`src/rtl/shift_pkg.sv`:
```
// rtl/shift_pkg.sv - shared FSM state type and default sizing for the iterative right shifter
package shift_pkg;

    typedef enum logic [1:0] {SR_IDLE, SR_SHIFT, SR_DONE} sr_state_t;

    localparam int SHIFT_WIDTH   = 32;
    localparam int SHIFT_SHAMT_W = $clog2(SHIFT_WIDTH);

endpackage

```
`src/rtl/mux_2x1.sv`:
```
// rtl/mux_2x1.sv - single-bit 2:1 multiplexer
module mux_2x1 (
    input  logic a,
    input  logic b,
    input  logic sel,
    output logic y
);

    assign y = sel ? b : a;

endmodule

```
`src/rtl/sr_stage.sv`:
```
// rtl/sr_stage.sv - one combinational right-shift stage; distance 2^stage, bypassed when en is low
module sr_stage #(
    parameter int WIDTH   = 32,
    parameter int SHAMT_W = $clog2(WIDTH)
) (
    input  logic [WIDTH-1:0]   d,
    input  logic [SHAMT_W-1:0] stage,
    input  logic               en,
    input  logic               fill,
    output logic [WIDTH-1:0]   q
);

    logic [SHAMT_W-1:0][WIDTH-1:0] cand;
    logic [WIDTH-1:0]              shifted;

    // cand[s] is d shifted right by 2^s with fill entering from the top
    for (genvar s = 0; s < SHAMT_W; s++) begin : g_dist
        for (genvar i = 0; i < WIDTH; i++) begin : g_bit
            if (i + (1 << s) < WIDTH) begin : g_src
                assign cand[s][i] = d[i + (1 << s)];
            end else begin : g_fill
                assign cand[s][i] = fill;
            end
        end
    end

    always_comb begin
        shifted = d;
        for (int s = 0; s < SHAMT_W; s++) begin
            if (stage == SHAMT_W'(s)) begin
                shifted = cand[s];
            end
        end
    end

    for (genvar i = 0; i < WIDTH; i++) begin : g_mux
        mux_2x1 u_mux (
            .a   (d[i]),
            .b   (shifted[i]),
            .sel (en),
            .y   (q[i])
        );
    end

endmodule

```
`src/rtl/sr_iterative.sv`:
```
// rtl/sr_iterative.sv - multi-cycle SRL/SRA unit, one barrel stage per cycle, valid/ready handshaked
// Define SR_ITERATIVE_SRA_EN to honour arith; otherwise the unit is a pure logical shifter.
module sr_iterative
    import shift_pkg::*;
#(
    parameter int WIDTH = SHIFT_WIDTH
) (
    input  logic             clk,
    input  logic             rst,
    input  logic             in_valid,
    output logic             in_ready,
    input  logic [WIDTH-1:0] x,
    input  logic [WIDTH-1:0] y,
    input  logic             arith,
    output logic             out_valid,
    input  logic             out_ready,
    output logic [WIDTH-1:0] z
);

    localparam int SHAMT_W = $clog2(WIDTH);

    sr_state_t          state;
    sr_state_t          state_nxt;
    logic [SHAMT_W-1:0] stage;
    logic [SHAMT_W-1:0] shamt;
    logic [WIDTH-1:0]   data;
    logic [WIDTH-1:0]   stage_out;
    logic               fill;
    logic               fill_in;
    logic               last_stage;
    logic               unused_inputs;

`ifdef SR_ITERATIVE_SRA_EN
    assign fill_in = arith & x[WIDTH-1];
    assign unused_inputs = ^y[WIDTH-1:SHAMT_W];
`else
    assign fill_in = 1'b0;
    assign unused_inputs = ^{y[WIDTH-1:SHAMT_W], arith};
`endif

    assign last_stage = (stage == SHAMT_W'(SHAMT_W - 1));
    assign in_ready   = (state == SR_IDLE);
    assign out_valid  = (state == SR_DONE);
    assign z          = data;

    always_ff @(posedge clk or posedge rst) begin
        if (rst) begin
            state <= SR_IDLE;
        end else begin
            state <= state_nxt;
        end
    end

    always_comb begin
        state_nxt = state;
        case (state)
            SR_IDLE:  if (in_valid)   state_nxt = SR_SHIFT;
            SR_SHIFT: if (last_stage) state_nxt = SR_DONE;
            SR_DONE:  if (out_ready)  state_nxt = SR_IDLE;
            default:                  state_nxt = SR_IDLE;
        endcase
    end

    // shamt is consumed LSB-first, so bit 0 always enables the current stage
    sr_stage #(
        .WIDTH   (WIDTH),
        .SHAMT_W (SHAMT_W)
    ) u_stage (
        .d     (data),
        .stage (stage),
        .en    (shamt[0]),
        .fill  (fill),
        .q     (stage_out)
    );

    always_ff @(posedge clk or posedge rst) begin
        if (rst) begin
            data  <= '0;
            shamt <= '0;
            fill  <= 1'b0;
            stage <= '0;
        end else begin
            case (state)
                SR_IDLE: begin
                    if (in_valid) begin
                        data  <= x;
                        shamt <= y[SHAMT_W-1:0];
                        fill  <= fill_in;
                        stage <= '0;
                    end
                end
                SR_SHIFT: begin
                    data  <= stage_out;
                    shamt <= shamt >> 1;
                    stage <= stage + SHAMT_W'(1);
                end
                default: ;
            endcase
        end
    end

endmodule

```
`config.mk`:
```
export PLATFORM = sky130hd
export DESIGN_NAME = sr_iterative
export DESIGN_NICKNAME = d
export VERILOG_FILES = /design/src/rtl/shift_pkg.sv /design/src/rtl/mux_2x1.sv /design/src/rtl/sr_stage.sv /design/src/rtl/sr_iterative.sv
export SDC_FILE = /design/constraint.sdc
export NUM_CORES = 1
export LEC_CHECK = 0
export BUFFER_PORTS_ARGS = -buffer_cell sky130_fd_sc_hd__buf_2
export CORE_MARGIN = 10
export CORE_UTILIZATION = 55
export DETAILED_ROUTE_END_ITERATION = 7
export MAX_ROUTING_LAYER = met4
export PLACE_DENSITY = 0.86
export REMOVE_ABC_BUFFERS = 1
export SLEW_MARGIN = 5
export SYNTH_ARGS = -nofsm -noshare
export SYNTH_HDL_FRONTEND = slang
export SYNTH_SLANG_ARGS = --single-unit
```
`constraint.sdc`:
```
create_clock -name clk -period 6.1 [get_ports clk]
set_clock_uncertainty 0.05 [all_clocks]
set_input_delay 0.61 -clock clk [delete_from_list [all_inputs] [get_ports clk]]
set_output_delay 0.61 -clock clk [all_outputs]
set_load 0.01 [all_outputs]
```
==> out/qor.csv <==
metric,value,unit
outcome,"complete, no violations",
diodes inserted,0,
CTS H-tree lvls,2,
critical path cell sequence,ha_1 -> nor4_4 -> o211ai_4 -> and2_1 -> mux2_1,
fraction of layout cells with a size suffix above 1,0.231,
"flops & latches, synth",44,
Top-Level Pins,103,
Post-DP Area,0.00422,mm2
CTS tree,done,
Synth Area in Simple Gates,0.185,
register area share after synthesis,0.265,
clock tree buffer depth,2,
vias in the first global route,4095,
setup tns final,0,ns
Psw,1.55,mW
Clk pwr share,0.077,
WL/cell,21.9,um
CP Launch Type,flop,
Avg Inst Size Synth,8.41,um2
Slowest cell on crit path,ha_1,
initial antenna violation count,0,
ys flop type,dfrtp_1,
Total Power,2.91,mW
worst path bufs/invs,0,
Layout Area Growth over Synthesis,4.04,%
synthesized cell area,0.00415,mm2
gpl congestion,0.979,
Final Worst Setup Slack,2.65,ns
Slew @ Worst Pin,1.20,ns
Slew headroom,0.199,
Reg power frac,0.261,
Inserted Clock Buffers,5,
Vias,4176,
cell taking the most area after synthesis,dfrtp_1,
Vias per Instance,6.95,
Max-Cap Viols,0,
Area contributors post-synth,"dfrtp_1 (27%), a21oi_1 (6.9%), buf_4 (6.5%)",
post-synthesis mux area share,0.0581,
Setup crit end kind,flop,
total iterations of the first detailed-routing run,5,
Final Max Tran Viols,0,
Antenna Nets Post-Route,0,
Tmin final,3.45,ns
Gate Count Post-Synth,494,
Required @ worst endpoint,6.25,ns
asr flop ratio synth,1.00,
Synth Area in Adders,0.0120,
DP HPWL,8730,um
Root Buffer,clkbuf_8,
yosys warns,0,
gr usage total,0.232,
First DRT Iteration DRCs,502,
TritonCTS Sinks,44,
post-cts sizing count,0,
port bufs,74,
PD cells,673,mW/mm2
Post-synth EDFFs,0,
Filler cells,683,
share of the synthesized area in the top cell type,0.265,
cell total after placement,595,
Post-CTS Setup Inserts,0,
Finish-stage setup viols,0,
Die Y,107,um
main combinational cell family by area after synthesis,compound AO/OA/AOI/OAI gates,
most common cell in the netlist,a21oi_1,
post-synthesis xor/xnor area fraction,0,
Worst-path clk slew,0.09,ns
initial core utilization,0.570,
post-route cell area,0.00432,mm2
peak fanout along the critical path,25,
f_max,0.290,GHz
RSZ-0062 raised after global routing,no,
crit share post-route,0.565,
Die X,107,um
"Arr. time, crit path",3.59,ns
Crit path max-delay family,simple AND/OR/NAND/NOR gates,
residual DRC count,0,
critical path's largest stage delay,0.90,ns
Setup Crit Path Kind,flop to flop,
P_leak,1.75,nW
synth cell count leaders,"a21oi_1 (57), dfrtp_1 (44), buf_4 (36), nand2_1 (35)",
compound-cell area share of the yosys netlist,0.356,
Worst Hold Class,input pin to async pin,
row count,31,
largest net degree at the start of global routing,45,
Setup WS pre-CTS,2.79,ns
die footprint,0.0114,mm2
Final #Nets,576,
final hold vios,0,
final WL,13200,um
post-synth cell types,55,
Sw Ratio,0.533,
hold-fix buffers at CTS,0,
core area,0.00729,mm2
Pint,1.36,mW
worst vdd ir,0.278,mV
Post-Layout Cell Count,601,
later-pin clock latency in the skew report,0.31,ns
Logic pwr share,0.661,
total gr overflow,0,
first-pass GRT wire length,21400,um
## through the flow
| stage | util | hold slack (ns) |
|---|---|---|
| 6_report | 0.593 | 0.382 |
| 5_1_grt | 0.593 | 0.439 |
| 4_1_cts | 0.593 | 0.416 |
| 3_5_place_dp | 0.579 | 0.459 |
| 3_3_place_gp | 0.579 | 0.437 |
| 2_1_floorplan | - | 0.418 |
## state kept, by name, indices dropped and copies added, names as in the netlist
register,flops
shamt,5
stage,5
state,2
z,32
## cells in the final DEF, fill, tap and decap left out, types with 8 or more instances in the layout
cell / instances
o221a_1: 12
a311oi_2: 8
o31ai_1: 14
nor3b_1: 8
nor2_1: 23
o21bai_1: 9
nand2_1: 35
a211oi_1: 10
o21ai_0: 21
a211o_1: 9
mux2i_1: 23
a22oi_1: 12
a21oi_1: 57
o221ai_1: 11
o211ai_1: 11
or2_2: 10
nand3_1: 9
nor2b_1: 11
buf_2: 74
dfrtp_1: 44
## worst min-delay path, cell delays in order
cell and delay, ns:
buf_2 0.10, clkinv_1 0.03, buf_4 0.47
## per-layer routing
layer,routed length (um),vias to the layer above,global-route usage
met1,5340,1949,0.296
met2,6160,329,0.353
li1,-,1850,-
met3,1340,48,0.0449
met5,0,-,-
met4,344,0,0.0909
## logic make-up after synthesis
logic type,Yosys count
AOI/OAI and AO/OA,202
adders and majority gates,4
buffers and inverters,87
DFF,44
muxes,24
and+or+nand+nor,133
## cell type report
class | instances | area (um2) | share of cell area
Clock inverter | 1 | 30.0 | 0.00695
Clock buffer | 5 | 68.8 | 0.0159
Timing Repair Buffer | 81 | 423 | 0.0979
Tap cell | 99 | 124 | 0.0287
Multi-Input combinational cell | 363 | 2540 | 0.589
Sequential cell | 44 | 1100 | 0.255
Inverter | 8 | 30.0 | 0.00695
## power groups by stage
| stage | logic, mW | clock network (mW) | registers (mW) |
|---|---|---|---|
| final | 1.92 | 0.225 | 0.760 |
| after global routing | 2.08 | 0.234 | 0.772 |
| after CTS | 1.88 | 0.223 | 0.742 |
| after detailed placement | 1.87 | 0 | 0.746 |
| after global placement | 1.82 | 0 | 0.735 |
| after floorplan | 1.31 | 0 | 0.699 |
## final timing paths
path	startpoint	end	slack, ns	cells past startpoint
setup / recovery	stage[0]	z[30]	2.65	5
hold / removal	rst	shamt[0]	0.38	3
setup reg to reg	stage[0]	z[30]	2.65	5
hold reg to reg	shamt[4]	shamt[4]	0.47	2
max in group asynchronous	rst	z[3]	5.20	3
min in group clk	x[31]	z[31]	0.47	3
Power figures use the tool's default switching activity.
